`config.mk`:
```
export PLATFORM = sky130hd
export DESIGN_NAME = alu_exec_stage
export DESIGN_NICKNAME = d
export VERILOG_FILES = /design/src/rtl/alu_exec_stage.sv
export SDC_FILE = /design/constraint.sdc
export NUM_CORES = 1
export LEC_CHECK = 0
export BUFFER_PORTS_ARGS = -buffer_cell sky130_fd_sc_hd__buf_2
export CORE_MARGIN = 2
export CORE_UTILIZATION = 60
export DETAILED_ROUTE_END_ITERATION = 12
export PLACE_DENSITY = 0.82
export RECOVER_POWER = 100
export SLEW_MARGIN = 10
export SYNTH_ARGS = -nofsm -noshare
export SYNTH_HDL_FRONTEND = slang
export SYNTH_SLANG_ARGS = --single-unit
```
`constraint.sdc`:
```
create_clock -name i_clk -period 9.68 [get_ports i_clk]
set_input_delay 0.968 -clock i_clk [delete_from_list [all_inputs] [get_ports i_clk]]
set_output_delay 0.968 -clock i_clk [all_outputs]
set_load 0.02 [all_outputs]
```
`src/rtl/alu_exec_stage.sv`:
```
// alu_exec_stage: registered ALU execute stage with a two-entry output buffer.
// Consumes an ALU operation code plus two operands and produces a result,
// a zero flag and a passthrough destination tag one cycle after acceptance.
//
// Handshake: a transfer happens on a rising edge where valid & ready are both
// high on that side. Upstream data is sampled only on such an accept edge.
// Once o_valid is raised, o_result/o_zero/o_tag (and o_overflow) are held
// until a drain. o_ready comes from a flop, so it depends only on state
// already stored in the stage.
//
// Optional feature macro: ALU_OVF_FLAG_EN adds the o_overflow port, which
// reports signed overflow for ADD/SUB. It is registered with the result and
// also stored in the skid entry.

module alu_exec_stage #(
    parameter int XLEN  = 64,
    parameter int OP_W  = 4,
    parameter int TAG_W = 5
) (
    input  logic             i_clk,
    input  logic             i_rst,
    input  logic             i_valid,
    output logic             o_ready,
    input  logic [OP_W-1:0]  i_alu_op,
    input  logic [XLEN-1:0]  i_op_a,
    input  logic [XLEN-1:0]  i_op_b,
    input  logic [TAG_W-1:0] i_tag,
    output logic             o_valid,
    input  logic             i_ready,
    output logic [XLEN-1:0]  o_result,
    output logic             o_zero,
    output logic [TAG_W-1:0] o_tag
`ifdef ALU_OVF_FLAG_EN
    ,
    output logic             o_overflow
`endif
);

    // ALU operation codes as produced by the ALU control decoder
    localparam logic [OP_W-1:0] OP_ADD = OP_W'(1);
    localparam logic [OP_W-1:0] OP_SUB = OP_W'(2);
    localparam logic [OP_W-1:0] OP_AND = OP_W'(3);
    localparam logic [OP_W-1:0] OP_OR  = OP_W'(4);
    localparam logic [OP_W-1:0] OP_XOR = OP_W'(5);

    // Output buffer occupancy:
    // EMPTY = nothing valid
    // ONE   = output register valid, skid empty
    // FULL  = output and skid registers both valid
    typedef enum logic [1:0] {
        BUF_EMPTY = 2'd0,
        BUF_ONE   = 2'd1,
        BUF_FULL  = 2'd2
    } buf_state_e;

    buf_state_e state_q, state_d;

    logic             ready_q, ready_d;
    logic             accept;
    logic             drain;
    logic             out_valid;

    // Combinational ALU results for the operation currently presented
    logic [XLEN-1:0]  sum;
    logic [XLEN-1:0]  diff;
    logic [XLEN-1:0]  calc_result;
    logic             calc_zero;

    // Output register (entry at the head of the FIFO)
    logic [XLEN-1:0]  out_result_q, out_result_d;
    logic             out_zero_q,   out_zero_d;
    logic [TAG_W-1:0] out_tag_q,    out_tag_d;

    // Skid register (second entry, used only while the output stalls)
    logic [XLEN-1:0]  skid_result_q, skid_result_d;
    logic             skid_zero_q,   skid_zero_d;
    logic [TAG_W-1:0] skid_tag_q,    skid_tag_d;

`ifdef ALU_OVF_FLAG_EN
    logic             calc_ovf;
    logic             out_ovf_q,  out_ovf_d;
    logic             skid_ovf_q, skid_ovf_d;
`endif

    // Carry out of the MSB is discarded: ADD and SUB wrap modulo 2^XLEN.
    assign sum  = i_op_a + i_op_b;
    assign diff = i_op_a - i_op_b;

    // ALU result select. NOP and undefined codes give a zero result.
    always_comb begin
        calc_result = '0;
        case (i_alu_op)
            OP_ADD:  calc_result = sum;
            OP_SUB:  calc_result = diff;
            OP_AND:  calc_result = i_op_a & i_op_b;
            OP_OR:   calc_result = i_op_a | i_op_b;
            OP_XOR:  calc_result = i_op_a ^ i_op_b;
            default: calc_result = '0;
        endcase
        calc_zero = (calc_result == '0);
    end

`ifdef ALU_OVF_FLAG_EN
    // Signed overflow. ADD overflows when the operand signs match and the
    // result sign differs. SUB overflows when the operand signs differ and
    // the result sign differs from A. Every other op reports 0.
    always_comb begin
        calc_ovf = 1'b0;
        case (i_alu_op)
            OP_ADD:  calc_ovf = (i_op_a[XLEN-1] == i_op_b[XLEN-1]) &&
                                (sum[XLEN-1]    != i_op_a[XLEN-1]);
            OP_SUB:  calc_ovf = (i_op_a[XLEN-1] != i_op_b[XLEN-1]) &&
                                (diff[XLEN-1]   != i_op_a[XLEN-1]);
            default: calc_ovf = 1'b0;
        endcase
    end
`endif

    assign out_valid = (state_q != BUF_EMPTY);
    assign accept    = i_valid & ready_q;
    assign drain     = out_valid & i_ready;

    // Buffer state register; reset discards any entries in flight.
    always_ff @(posedge i_clk) begin
        if (i_rst) begin
            state_q <= BUF_EMPTY;
            ready_q <= 1'b1;
        end else begin
            state_q <= state_d;
            ready_q <= ready_d;
        end
    end

    // Next-state logic for buffer occupancy
    always_comb begin
        state_d = state_q;
        case (state_q)
            BUF_EMPTY: begin
                if (accept) state_d = BUF_ONE;
            end
            BUF_ONE: begin
                if (accept && !drain)      state_d = BUF_FULL;
                else if (!accept && drain) state_d = BUF_EMPTY;
                else                       state_d = BUF_ONE;
            end
            BUF_FULL: begin
                if (drain) state_d = BUF_ONE;
            end
            default: state_d = BUF_EMPTY;
        endcase
        // ready follows the next state, so it is low exactly while FULL
        ready_d = (state_d != BUF_FULL);
    end

    // Output decode from the registered state
    always_comb begin
        o_valid = out_valid;
        o_ready = ready_q;
    end

    // Datapath steering: the output register loads new data or the skid
    // entry, and the skid register captures new data while the output stalls.
    always_comb begin
        out_result_d  = out_result_q;
        out_zero_d    = out_zero_q;
        out_tag_d     = out_tag_q;
        skid_result_d = skid_result_q;
        skid_zero_d   = skid_zero_q;
        skid_tag_d    = skid_tag_q;
`ifdef ALU_OVF_FLAG_EN
        out_ovf_d     = out_ovf_q;
        skid_ovf_d    = skid_ovf_q;
`endif
        case (state_q)
            BUF_EMPTY: begin
                if (accept) begin
                    out_result_d = calc_result;
                    out_zero_d   = calc_zero;
                    out_tag_d    = i_tag;
`ifdef ALU_OVF_FLAG_EN
                    out_ovf_d    = calc_ovf;
`endif
                end
            end
            BUF_ONE: begin
                if (accept && drain) begin
                    out_result_d = calc_result;
                    out_zero_d   = calc_zero;
                    out_tag_d    = i_tag;
`ifdef ALU_OVF_FLAG_EN
                    out_ovf_d    = calc_ovf;
`endif
                end else if (accept) begin
                    skid_result_d = calc_result;
                    skid_zero_d   = calc_zero;
                    skid_tag_d    = i_tag;
`ifdef ALU_OVF_FLAG_EN
                    skid_ovf_d    = calc_ovf;
`endif
                end
            end
            BUF_FULL: begin
                if (drain) begin
                    out_result_d = skid_result_q;
                    out_zero_d   = skid_zero_q;
                    out_tag_d    = skid_tag_q;
`ifdef ALU_OVF_FLAG_EN
                    out_ovf_d    = skid_ovf_q;
`endif
                end
            end
            default: begin
                out_result_d = out_result_q;
            end
        endcase
    end

    // Output and skid data registers
    always_ff @(posedge i_clk) begin
        if (i_rst) begin
            out_result_q  <= '0;
            out_zero_q    <= 1'b0;
            out_tag_q     <= '0;
            skid_result_q <= '0;
            skid_zero_q   <= 1'b0;
            skid_tag_q    <= '0;
`ifdef ALU_OVF_FLAG_EN
            out_ovf_q     <= 1'b0;
            skid_ovf_q    <= 1'b0;
`endif
        end else begin
            out_result_q  <= out_result_d;
            out_zero_q    <= out_zero_d;
            out_tag_q     <= out_tag_d;
            skid_result_q <= skid_result_d;
            skid_zero_q   <= skid_zero_d;
            skid_tag_q    <= skid_tag_d;
`ifdef ALU_OVF_FLAG_EN
            out_ovf_q     <= out_ovf_d;
            skid_ovf_q    <= skid_ovf_d;
`endif
        end
    end

    assign o_result = out_result_q;
    assign o_zero   = out_zero_q;
    assign o_tag    = out_tag_q;
`ifdef ALU_OVF_FLAG_EN
    assign o_overflow = out_ovf_q;
`endif

endmodule

```
Word-level counts from Yosys, hierarchy flattened
Index checks and enable logic that the tools add are counted.
{"block": "totals", "wordCells": 56, "output_inout_bits": 72, "inputBits": 141, "regBits": 143}
{"block": "op_classes", "addsub": 2, "eq_ne": 11, "reduce_logical": 11, "n_mux": 18, "bitwise": 6}
{"operator": "64-bit case mux with 5 select lines", "count": 1}
{"operator": "64-bit two-way mux", "count": 3}
{"operator": "64-bit case mux with 3 select lines", "count": 1}
{"operator": "64-bit adder", "count": 1}
{"operator": "64-bit bitwise AND", "count": 1}
{"operator": "64-bit zero test", "count": 1}
{"operator": "64-bit OR", "count": 1}
{"operator": "64-bit subtractor", "count": 1}
{"operator": "64-bit bitwise XOR", "count": 1}
{"operator": "5-bit two-way mux", "count": 3}
{"operator": "5-bit case mux with 3 select lines", "count": 1}
{"operator": "4-bit by 2-bit equality test with 1-bit output (second input constant)", "count": 2}
{"operator": "4-bit by 3-bit equality test with 1-bit output (second input constant)", "count": 2}
{"operator": "2-bit != test (second input constant)", "count": 4}
{"operator": "2-bit two-way mux", "count": 3}
{"operator": "2-bit case mux with 3 select lines", "count": 1}
{"operator": "4-bit by 1-bit equality test with 1-bit output (second input constant)", "count": 1}
{"operator": "1-bit two-way mux", "count": 4}
{"operator": "4-bit AND reduction", "count": 1}
{"operator": "1-bit logical AND", "count": 3}
{"operator": "1-bit case mux with 3 select lines", "count": 1}
{"operator": "3-bit AND reduction", "count": 1}
{"operator": "3-bit nonzero test", "count": 1}
{"operator": "1-bit bitwise AND", "count": 2}
{"operator": "other kinds (6)", "count": 7}

Longest topological paths before layout
Gate-level depths: netlist of run 1.
{"block": "depth", "word_depth": 7, "ltp_mapped": 26, "depth_no_buf": 25}

Worst setup path before layout of run 1
No wires, ideal clock.
{"block": "synth_timing", "path_kind": "input-to-reg", "from": "in i_op_b[1]", "to": "reg out_zero_q (netlist: o_zero)", "arrival_ns": 5.704, "setup_ns": 0.092, "n_path_buf": 0, "slack_ns": 3.883, "required_ns": 9.588, "path_stages": 23, "cell_sequence": "inv_1 -> ha_1 -> or3b_2 -> or3_1 -> nor2_1 -> nand3_1 -> nor2_1 -> a41oi_1 -> xnor2_1 -> ha_1 -> nand4_1 -> nor2_1 -> nand4_1 -> a311oi_4 -> nor3b_2 -> or4_1 -> nand2_1 -> and2_1 -> and4_1 -> o211ai_1 -> nor4_1 -> nand4_1 -> o32ai_1"}
{"block": "synth_via", "elab_chain_len": 5, "word_cells_on_any_way": 10, "cone_classes": "add/sub (2); mux (4); bitwise (3); reduce/logical (1)"}
{"element": "start, declared", "line": "26", "source": "input logic [XLEN-1:0] i_op_b,"}
{"element": "64-bit subtractor (tied with other cells)", "line": "87", "source": "assign diff = i_op_a - i_op_b;"}
{"element": "64-bit case mux with 5 select lines (*)", "line": "92", "source": "case (i_alu_op)"}
{"element": "64-bit zero test (*)", "line": "100", "source": "calc_zero = (calc_result == '0);"}
{"element": "1-bit two-way mux (on tied branches)", "line": "186, 176"}
{"element": "1-bit case mux with 3 select lines (*)", "line": "174", "source": "case (state_q)"}
{"element": "end signal, assigned", "line": "233", "source": "out_zero_q <= out_zero_d;"}
{"element": "end, declared", "line": "71", "source": "logic out_zero_q, out_zero_d;"}
Mark *: on every way between the ends. The rest lies on a longest branch, timed or not. The select of a mux whose other input is x is not followed.
A chain may end at the register's enable or synchronous reset.

Worst setup path after layout of run 1
{"block": "layout_timing", "from": "reg state_q[1]", "to": "reg out_result_q[57] (netlist: o_result[57])"}
{"block": "layout_via", "elab_chain_len": 5, "word_cells_on_any_way": 12, "cone_classes": "eq/ne (5); mux (1); bitwise (1); reduce/logical (5)"}
{"element": "start, declared", "line": "56", "source": "buf_state_e state_q, state_d;"}
{"element": "start signal, assigned", "line": "129", "source": "state_q <= state_d;"}
{"element": "2-bit nonzero test", "line": "119", "source": "assign out_valid = (state_q != BUF_EMPTY);"}
{"element": "1-bit bitwise AND", "line": "121", "source": "assign drain = out_valid & i_ready;"}
{"element": "1-bit logical AND", "line": "186", "source": "if (accept && drain) begin"}
{"element": "2-bit != test (no line)"}
{"element": "4-bit AND reduction (no line)"}
{"element": "end signal, assigned", "line": "232", "source": "out_result_q <= out_result_d;"}
{"element": "end, declared", "line": "70", "source": "logic [XLEN-1:0] out_result_q, out_result_d;"}
Parallel ways exist; a longest one is shown, timed or not.

==> results of run 1 <==
## critical path, cell delays in order (launching register included)
cell and delay, ns:
dfxtp_1 0.38, or2_2 0.34, nand2_1 0.12, inv_1 0.06, ha_1 0.19, nand2_1 0.06, a21oi_1 0.07, a21oi_1 2.27
clkbuf_1 3.01, a211oi_1 0.47, a21oi_1 0.32, nor2_1 0.06
## report_power, final
group / leakage [nW] / internal (W) / total, W / switching (W)
Combinational: 5.43 / 0.000282 / 0.000811 / 0.000529
Clock: 0.275 / 0.000363 / 0.000637 / 0.000275
Sequential: 1.16 / 0.000630 / 0.000653 / 0.0000231
Total: 6.87 / 0.00128 / 0.00210 / 0.000826
## layout make-up
class / count / share of cell area
Multi-Input combinational cell: 1573 / 0.659
Sequential cell: 143 / 0.180
Timing Repair Buffer: 224 / 0.0660
Inverter: 146 / 0.0344
Clock buffer: 17 / 0.0267
Tap cell: 319 / 0.0250
Clock inverter: 14 / 0.00942
## placed cells by master, fill, tap and decap left out, drive strengths merged, types with 13 or more instances in the layout
| cell type | n |
|---|---|
| a211oi | 124 |
| nor3 | 27 |
| a31oi | 17 |
| nand2 | 128 |
| a22oi | 43 |
| nor2 | 290 |
| buf | 148 |
| xor2 | 19 |
| o21ai | 115 |
| a221oi | 18 |
| xnor2 | 100 |
| inv | 154 |
| dfxtp | 143 |
| a21o | 18 |
| nand3 | 25 |
| a21oi | 234 |
| clkbuf | 93 |
| nand4 | 30 |
| o21a | 14 |
| o31ai | 13 |
| ha | 195 |
## synthesized netlist by cell type, drive strengths merged (3+ instances only)
library cell / number / area share
o211ai: 9 / 0.0047
nand4: 30 / 0.013
nand2: 128 / 0.034
nor3b: 4 / 0.0024
or2: 3 / 0.0013
nor2: 290 / 0.076
o21ai: 115 / 0.040
nor3: 27 / 0.011
xnor2: 100 / 0.061
ha: 195 / 0.17
or3b: 3 / 0.0018
a211oi: 124 / 0.065
a21oi: 234 / 0.082
a31oi: 17 / 0.0074
and3: 6 / 0.0026
a221o: 8 / 0.0055
o21a: 14 / 0.0073
o31ai: 13 / 0.0071
or4: 5 / 0.0026
o31a: 4 / 0.0024
nand3b: 3 / 0.0016
nand3: 25 / 0.0090
a22oi: 43 / 0.023
xor2: 19 / 0.012
clkbuf: 88 / 0.023
nor4: 9 / 0.0043
nor2b: 8 / 0.0040
a221oi: 18 / 0.013
a21o: 18 / 0.0094
and4: 10 / 0.0061
o21bai: 8 / 0.0042
nand2b: 10 / 0.0045
o22ai: 8 / 0.0035
a21boi: 9 / 0.0047
and2: 10 / 0.0043
buf: 28 / 0.010
nor4b: 3 / 0.0023
a41oi: 9 / 0.0060
o41ai: 7 / 0.0048
inv: 146 / 0.038
dfxtp: 143 / 0.20
or3: 8 / 0.0038
## flip-flops by register name, indices dropped and copies added (netlist names)
name and count:
o_ready 1, state_q 2, o_tag 5, o_result 64, o_zero 1, skid_result_q 64
skid_tag_q 5, skid_zero_q 1
## kinds of logic (layout without fill, tap and decap cells)
family | Yosys count | count (layout)
flops | 143 | 143
compound gates | 674 | 674
fa+ha+maj | 196 | 196
xor+xnor | 119 | 119
buf+inv | 262 | 401
simple gates | 582 | 582
mux | 2 | 2
## stage by stage
step           hold slack, ns   util  cell area, µm²  std cells  power, W
2_1_floorplan           0.437      -           14400       1978   0.00122
3_3_place_gp            0.442  0.660           15500       2405   0.00145
3_5_place_dp            0.447  0.660           15500       2405   0.00146
4_1_cts                 0.456  0.685           16100       2436   0.00209
5_1_grt                 0.486  0.677           15900       2436   0.00221
6_report                0.455  0.677           15900       2436   0.00210
## routing by layer
layer  vias up  GRT usage  wire, µm
li1       7336          -         -
met1      7256      0.543     22100
met2       844      0.553     20100
met3        78     0.0432      4470
met4         0     0.0905      1070
met5         -          0         0
## worst min path at each step
stage	startpoint	endpoint	slack (ns)	depth (start not counted)
2_1_floorplan	skid_result_q[0]$_SDFFE_PP0P_	skid_result_q[0]$_SDFFE_PP0P_	0.44	2
3_3_place_gp	skid_tag_q[3]$_SDFFE_PP0P_	skid_tag_q[3]$_SDFFE_PP0P_	0.44	2
3_5_place_dp	skid_tag_q[3]$_SDFFE_PP0P_	skid_tag_q[3]$_SDFFE_PP0P_	0.45	2
4_1_cts	skid_tag_q[3]$_SDFFE_PP0P_	skid_tag_q[3]$_SDFFE_PP0P_	0.46	2
5_1_grt	skid_tag_q[1]$_SDFFE_PP0P_	skid_tag_q[1]$_SDFFE_PP0P_	0.49	2
6_report	skid_tag_q[3]$_SDFFE_PP0P_	skid_tag_q[3]$_SDFFE_PP0P_	0.45	2
==> impl_metrics.env, run 1 <==
export IMPL_wl_mm=47.8
export IMPL_hold_viol=0
export IMPL_place_gp_congestion=1.03
export IMPL_layout_nets=2442
export IMPL_fin_setup_tns_ns=0
export IMPL_ant_nets=0
export IMPL_grt_overflow=0
export IMPL_drive_gt1_frac=0.103
export IMPL_antenna_found_initial=0
export IMPL_viasPerCell=6.37
export IMPL_dieArea_mm2=0.0253
export IMPL_crit_type="reg -> reg"
export IMPL_leakagePower_nw=6.87
export IMPL_slew_violations=289
export IMPL_crit_end="o_result[57]$_SDFFE_PP0P_"
export IMPL_initialDrtViolationCount=2141
export IMPL_cp_data_arrival_time_ns=7.79
export IMPL_initial_core_util=0.613
export IMPL_seqCellArea_mm2=0.00286
export IMPL_cts_tree="yes"
export IMPL_synth_edf_count=0
export IMPL_yosysSeqAreaShare=0.198
export IMPL_drt_first_pass_iters=6
export IMPL_synth_compound_area_share=0.302
export IMPL_async_flop_share=0
export IMPL_syn_area_mm2=0.0144
export IMPL_post_place_ws_ns=2.62
export IMPL_syn_inst=1978
export IMPL_root_buffer="clkbuf_16"
export IMPL_rsz0062_at_grt="no"
export IMPL_synthSimpleGateAreaFrac=0.185
export IMPL_skew_ns=0.00507
export IMPL_drv_cap=4
export IMPL_synth_top_family_by_area="compound AO/OA/AOI/OAI gates"
export IMPL_ioPinCount=213
export IMPL_clockBufferDepth=2
export IMPL_multiInputGateArea_mm2=0.0105
export IMPL_htreeDepth=4
export IMPL_period_minus_slack_ns=7.60
export IMPL_avgSynthCellArea_um2=7.30
export IMPL_critPathCaptureType="flip-flop"
export IMPL_core_area_mm2=0.0235
export IMPL_grt_usage=0.363
export IMPL_crit_reg2reg_launch="state_q[1]$_SDFF_PP0_"
export IMPL_worstSetupStartpointType="flip-flop"
export IMPL_violations="max-capacitance violations, max-slew violations"
export IMPL_r2r_slack_ns=2.08
export IMPL_syn_nets=2315
export IMPL_routedWlPerCell_um=19.6
export IMPL_synth_mux_area_frac=0.00139
export IMPL_clock_latency_ns=0.42
export IMPL_worst_slack_ns=2.08
export IMPL_holdCritPathClass="reg -> reg"
export IMPL_synth_xor_area_share=0.0727
export IMPL_fin_crit_sh=0.785
export IMPL_critical_path_startpoint="state_q[1]$_SDFF_PP0_"
export IMPL_area_growth_pct=10.3
export IMPL_relSlewSlack=-1.70
export IMPL_yosys_warnings=0
export IMPL_critPathRequiredTime_ns=9.87
export IMPL_powerDensity_mw_per_mm2=132
export IMPL_worst_pin_slew_ns=4.05
export IMPL_die_h_um=159
export IMPL_yosysUniqueCellTypes=85
export IMPL_grt_first_pass_wirelength_mm=75.6
export IMPL_nFillCells=2094
export IMPL_portBuffers=212
export IMPL_cts_hold_buffers=0
export IMPL_dp_hpwl_mm=37.6
export IMPL_status="finished, violations left"
export IMPL_fp_row_count=56
export IMPL_rr_endpoint="o_result[57]$_SDFFE_PP0P_"
export IMPL_die_width_um=159
export IMPL_numCtsBuffers=17
export IMPL_cts_setup_buffers=0
export IMPL_drc=0
export IMPL_fmax_ghz=0.132
export IMPL_antennaDiodeCount=0
export IMPL_synth_flop_cell="dfxtp_1"
export IMPL_r2r_cells=11
export IMPL_setup_viol=0
export IMPL_synthAdderAreaFrac=0.170
export IMPL_ys_ff_latch=143
export IMPL_grt_pass1_vias=14200
export IMPL_vdd_ir_drop_worst_mv=0.134
export IMPL_worstPathMaxFanout=98
export IMPL_cts_sinks=143
export IMPL_dr_total_vias=15500
export IMPL_grt_max_degree=125
export IMPL_path_clk_slew_ns=0.06
export IMPL_post_cts_resized=0
No activity file was read; power rests on OpenSTA's default activity.
==> inputs of run 2 (changes only) <==
--- a/config.mk
+++ b/config.mk
@@ -7,9 +7,9 @@
 export LEC_CHECK = 0
 export BUFFER_PORTS_ARGS = -buffer_cell sky130_fd_sc_hd__buf_2
 export CORE_MARGIN = 2
-export CORE_UTILIZATION = 60
+export CORE_UTILIZATION = 59
 export DETAILED_ROUTE_END_ITERATION = 12
-export PLACE_DENSITY = 0.82
+export PLACE_DENSITY = 0.81
 export RECOVER_POWER = 100
 export SLEW_MARGIN = 10
 export SYNTH_ARGS = -nofsm -noshare
==> constraint.sdc (replaced) <==
create_clock -name i_clk -period 7.34 [get_ports i_clk]
set_input_delay 0.734 -clock i_clk [delete_from_list [all_inputs] [get_ports i_clk]]
set_output_delay 0.734 -clock i_clk [all_outputs]
set_load 0.02 [all_outputs]
==> impl_metrics.env, run 2 (synthesized netlist as in run 1, its figures left out) <==
export IMPL_drive_gt1_frac=0.106
export IMPL_seqCellArea_mm2=0.00286
export IMPL_dr_total_vias=15400
export IMPL_drc=0
export IMPL_nFillCells=2215
export IMPL_final_area_mm2=0.0160
export IMPL_ioPinCount=213
export IMPL_grt_usage=0.355
export IMPL_relSlewSlack=-2.04
export IMPL_die_h_um=160
export IMPL_fp_row_count=57
export IMPL_cts_setup_buffers=0
export IMPL_worst_pin_slew_ns=4.55
export IMPL_critPathCaptureType="flip-flop"
export IMPL_critPathRequiredTime_ns=7.62
export IMPL_slew_violations=174
export IMPL_critPathTopFamily="simple AND/OR/NAND/NOR gates"
export IMPL_layout_nets=2446
export IMPL_vdd_ir_drop_worst_mv=0.163
export IMPL_path_buf_inv=2
export IMPL_worst_slack_ns=0.546
export IMPL_final_cell_mix="nor2_1 (287), a21oi_1 (231), ha_1 (195)"
export IMPL_dieArea_mm2=0.0257
export IMPL_rsz0062_at_grt="no"
export IMPL_wl_mm=47.1
export IMPL_initial_core_util=0.597
export IMPL_violations="max-capacitance violations, max-slew violations"
export IMPL_htreeDepth=4
export IMPL_crit_type="in -> reg"
export IMPL_worstPathMaxFanout=27
export IMPL_place_area_mm2=0.0156
export IMPL_status="finished, violations left"
export IMPL_post_cts_resized=0
export IMPL_path_clk_slew_ns=0.07
export IMPL_skew_ns=0.00933
export IMPL_initialDrtViolationCount=1698
export IMPL_grt_pass1_vias=13900
export IMPL_portBuffers=212
export IMPL_antennaDiodeCount=0
export IMPL_cp_data_arrival_time_ns=7.07
export IMPL_worstSetupStartpointType="input pin"
export IMPL_post_place_ws_ns=0.518
export IMPL_grt_overflow=0
export IMPL_clock_latency_ns=0.43
export IMPL_crit_top_cell="a21boi_0"
export IMPL_fin_crit_sh=0.926
export IMPL_cts_tree="yes"
export IMPL_holdCritPathClass="reg -> reg"
export IMPL_clockBufferDepth=2
export IMPL_setup_viol=0
export IMPL_numCtsBuffers=17
export IMPL_root_buffer="clkbuf_16"
export IMPL_multiInputGateArea_mm2=0.0105
export IMPL_drt_first_pass_iters=6
export IMPL_antenna_found_initial=0
export IMPL_dp_hpwl_mm=36.8
export IMPL_cp_slowest_cell="or2_0"
export IMPL_fmax_ghz=0.147
export IMPL_final_common_cell="nor2_1"
export IMPL_crit_chain="clkbuf_1 -> nor2_1 -> nand2_1 -> or2_0 -> o21ai_0 -> inv_1 -> ha_1 -> nor2b_1 -> o31a_1 -> a21boi_0 -> a21boi_0 -> nor4b_1 -> o21bai_1 -> a41oi_1 -> o41ai_1 -> xnor2_1 -> o211ai_1 -> nor4_1 -> nand4_1 -> o32ai_1"
export IMPL_area_growth_pct=10.8
export IMPL_drv_cap=3
export IMPL_ant_nets=0
export IMPL_hold_viol=0
export IMPL_place_gp_congestion=1.04
export IMPL_fin_setup_tns_ns=0
export IMPL_grt_first_pass_wirelength_mm=74.4
export IMPL_viasPerCell=6.28
export IMPL_grt_max_degree=108
export IMPL_powerDensity_mw_per_mm2=174
export IMPL_leakagePower_nw=6.91
export IMPL_cts_sinks=143
export IMPL_die_width_um=160
export IMPL_cp_slowest_stage_delay_ns=1.40
export IMPL_core_area_mm2=0.0242
export IMPL_cts_hold_buffers=0
export IMPL_routedWlPerCell_um=19.3
export IMPL_hold_worst_slack_ns=0.458
export IMPL_period_minus_slack_ns=6.79
## run 2: final timing paths
| kind | cells past startpoint | startpoint | slack, ns | endpoint |
|---|---|---|---|---|
| max reg2reg | 11 | state_q[1]$_SDFF_PP0_ | 4.28 | o_result[42]$_SDFFE_PP0P_ |
| max | 20 | i_alu_op[2] | 0.55 | o_zero$_SDFFE_PP0P_ |
| min | 2 | skid_tag_q[0]$_SDFFE_PP0P_ | 0.46 | skid_tag_q[0]$_SDFFE_PP0P_ |
| min reg2reg | 2 | skid_tag_q[0]$_SDFFE_PP0P_ | 0.46 | skid_tag_q[0]$_SDFFE_PP0P_ |
## run 2: layout make-up
type,instances,share of cell area
multi-input cells,1573,0.657
flip-flops and latches,143,0.179
repair buffers,228,0.0680
inverters,146,0.0342
clock buffers,17,0.0266
well taps,324,0.0253
clock inverters,15,0.0102
## run 2: metal layers
| layer | global-route usage | vias up | wire length [µm] |
|---|---|---|---|
| met4 | 0.0835 | 0 | 809 |
| met3 | 0.0532 | 64 | 3950 |
| li1 | - | 7347 | - |
| met2 | 0.557 | 675 | 20800 |
| met1 | 0.513 | 7272 | 21600 |
| met5 | 0 | - | 0 |
## run 2: power by group
group          switching (W)  leakage, nW  internal, W
sequential         0.0000315         1.16     0.000831
combinational       0.000691         5.45     0.000373
clock               0.000376        0.291     0.000485
total                0.00110         6.91      0.00169
## run 2: worst reg2reg max path, cell delays in order (launching register included)
cell      delay, ns
dfxtp_1        0.37
or2_2          0.33
nand2_1        0.13
inv_1          0.06
ha_1           0.19
nand2_1        0.06
a21oi_1        0.12
a21oi_4        0.32
buf_4          0.71
a211oi_1       0.24
a21oi_1        0.21
nor2_1         0.05
## run 2: per-stage QoR
| stage | utilization | power (W) | instances |
|---|---|---|---|
| 6_report | 0.662 | 0.00279 | 2446 |
| 5_1_grt | 0.662 | 0.00293 | 2446 |
| 4_1_cts | 0.669 | 0.00279 | 2446 |
| 3_5_place_dp | 0.645 | 0.00192 | 2414 |
| 3_3_place_gp | 0.645 | 0.00191 | 2414 |
| 2_1_floorplan | - | 0.00161 | 1978 |
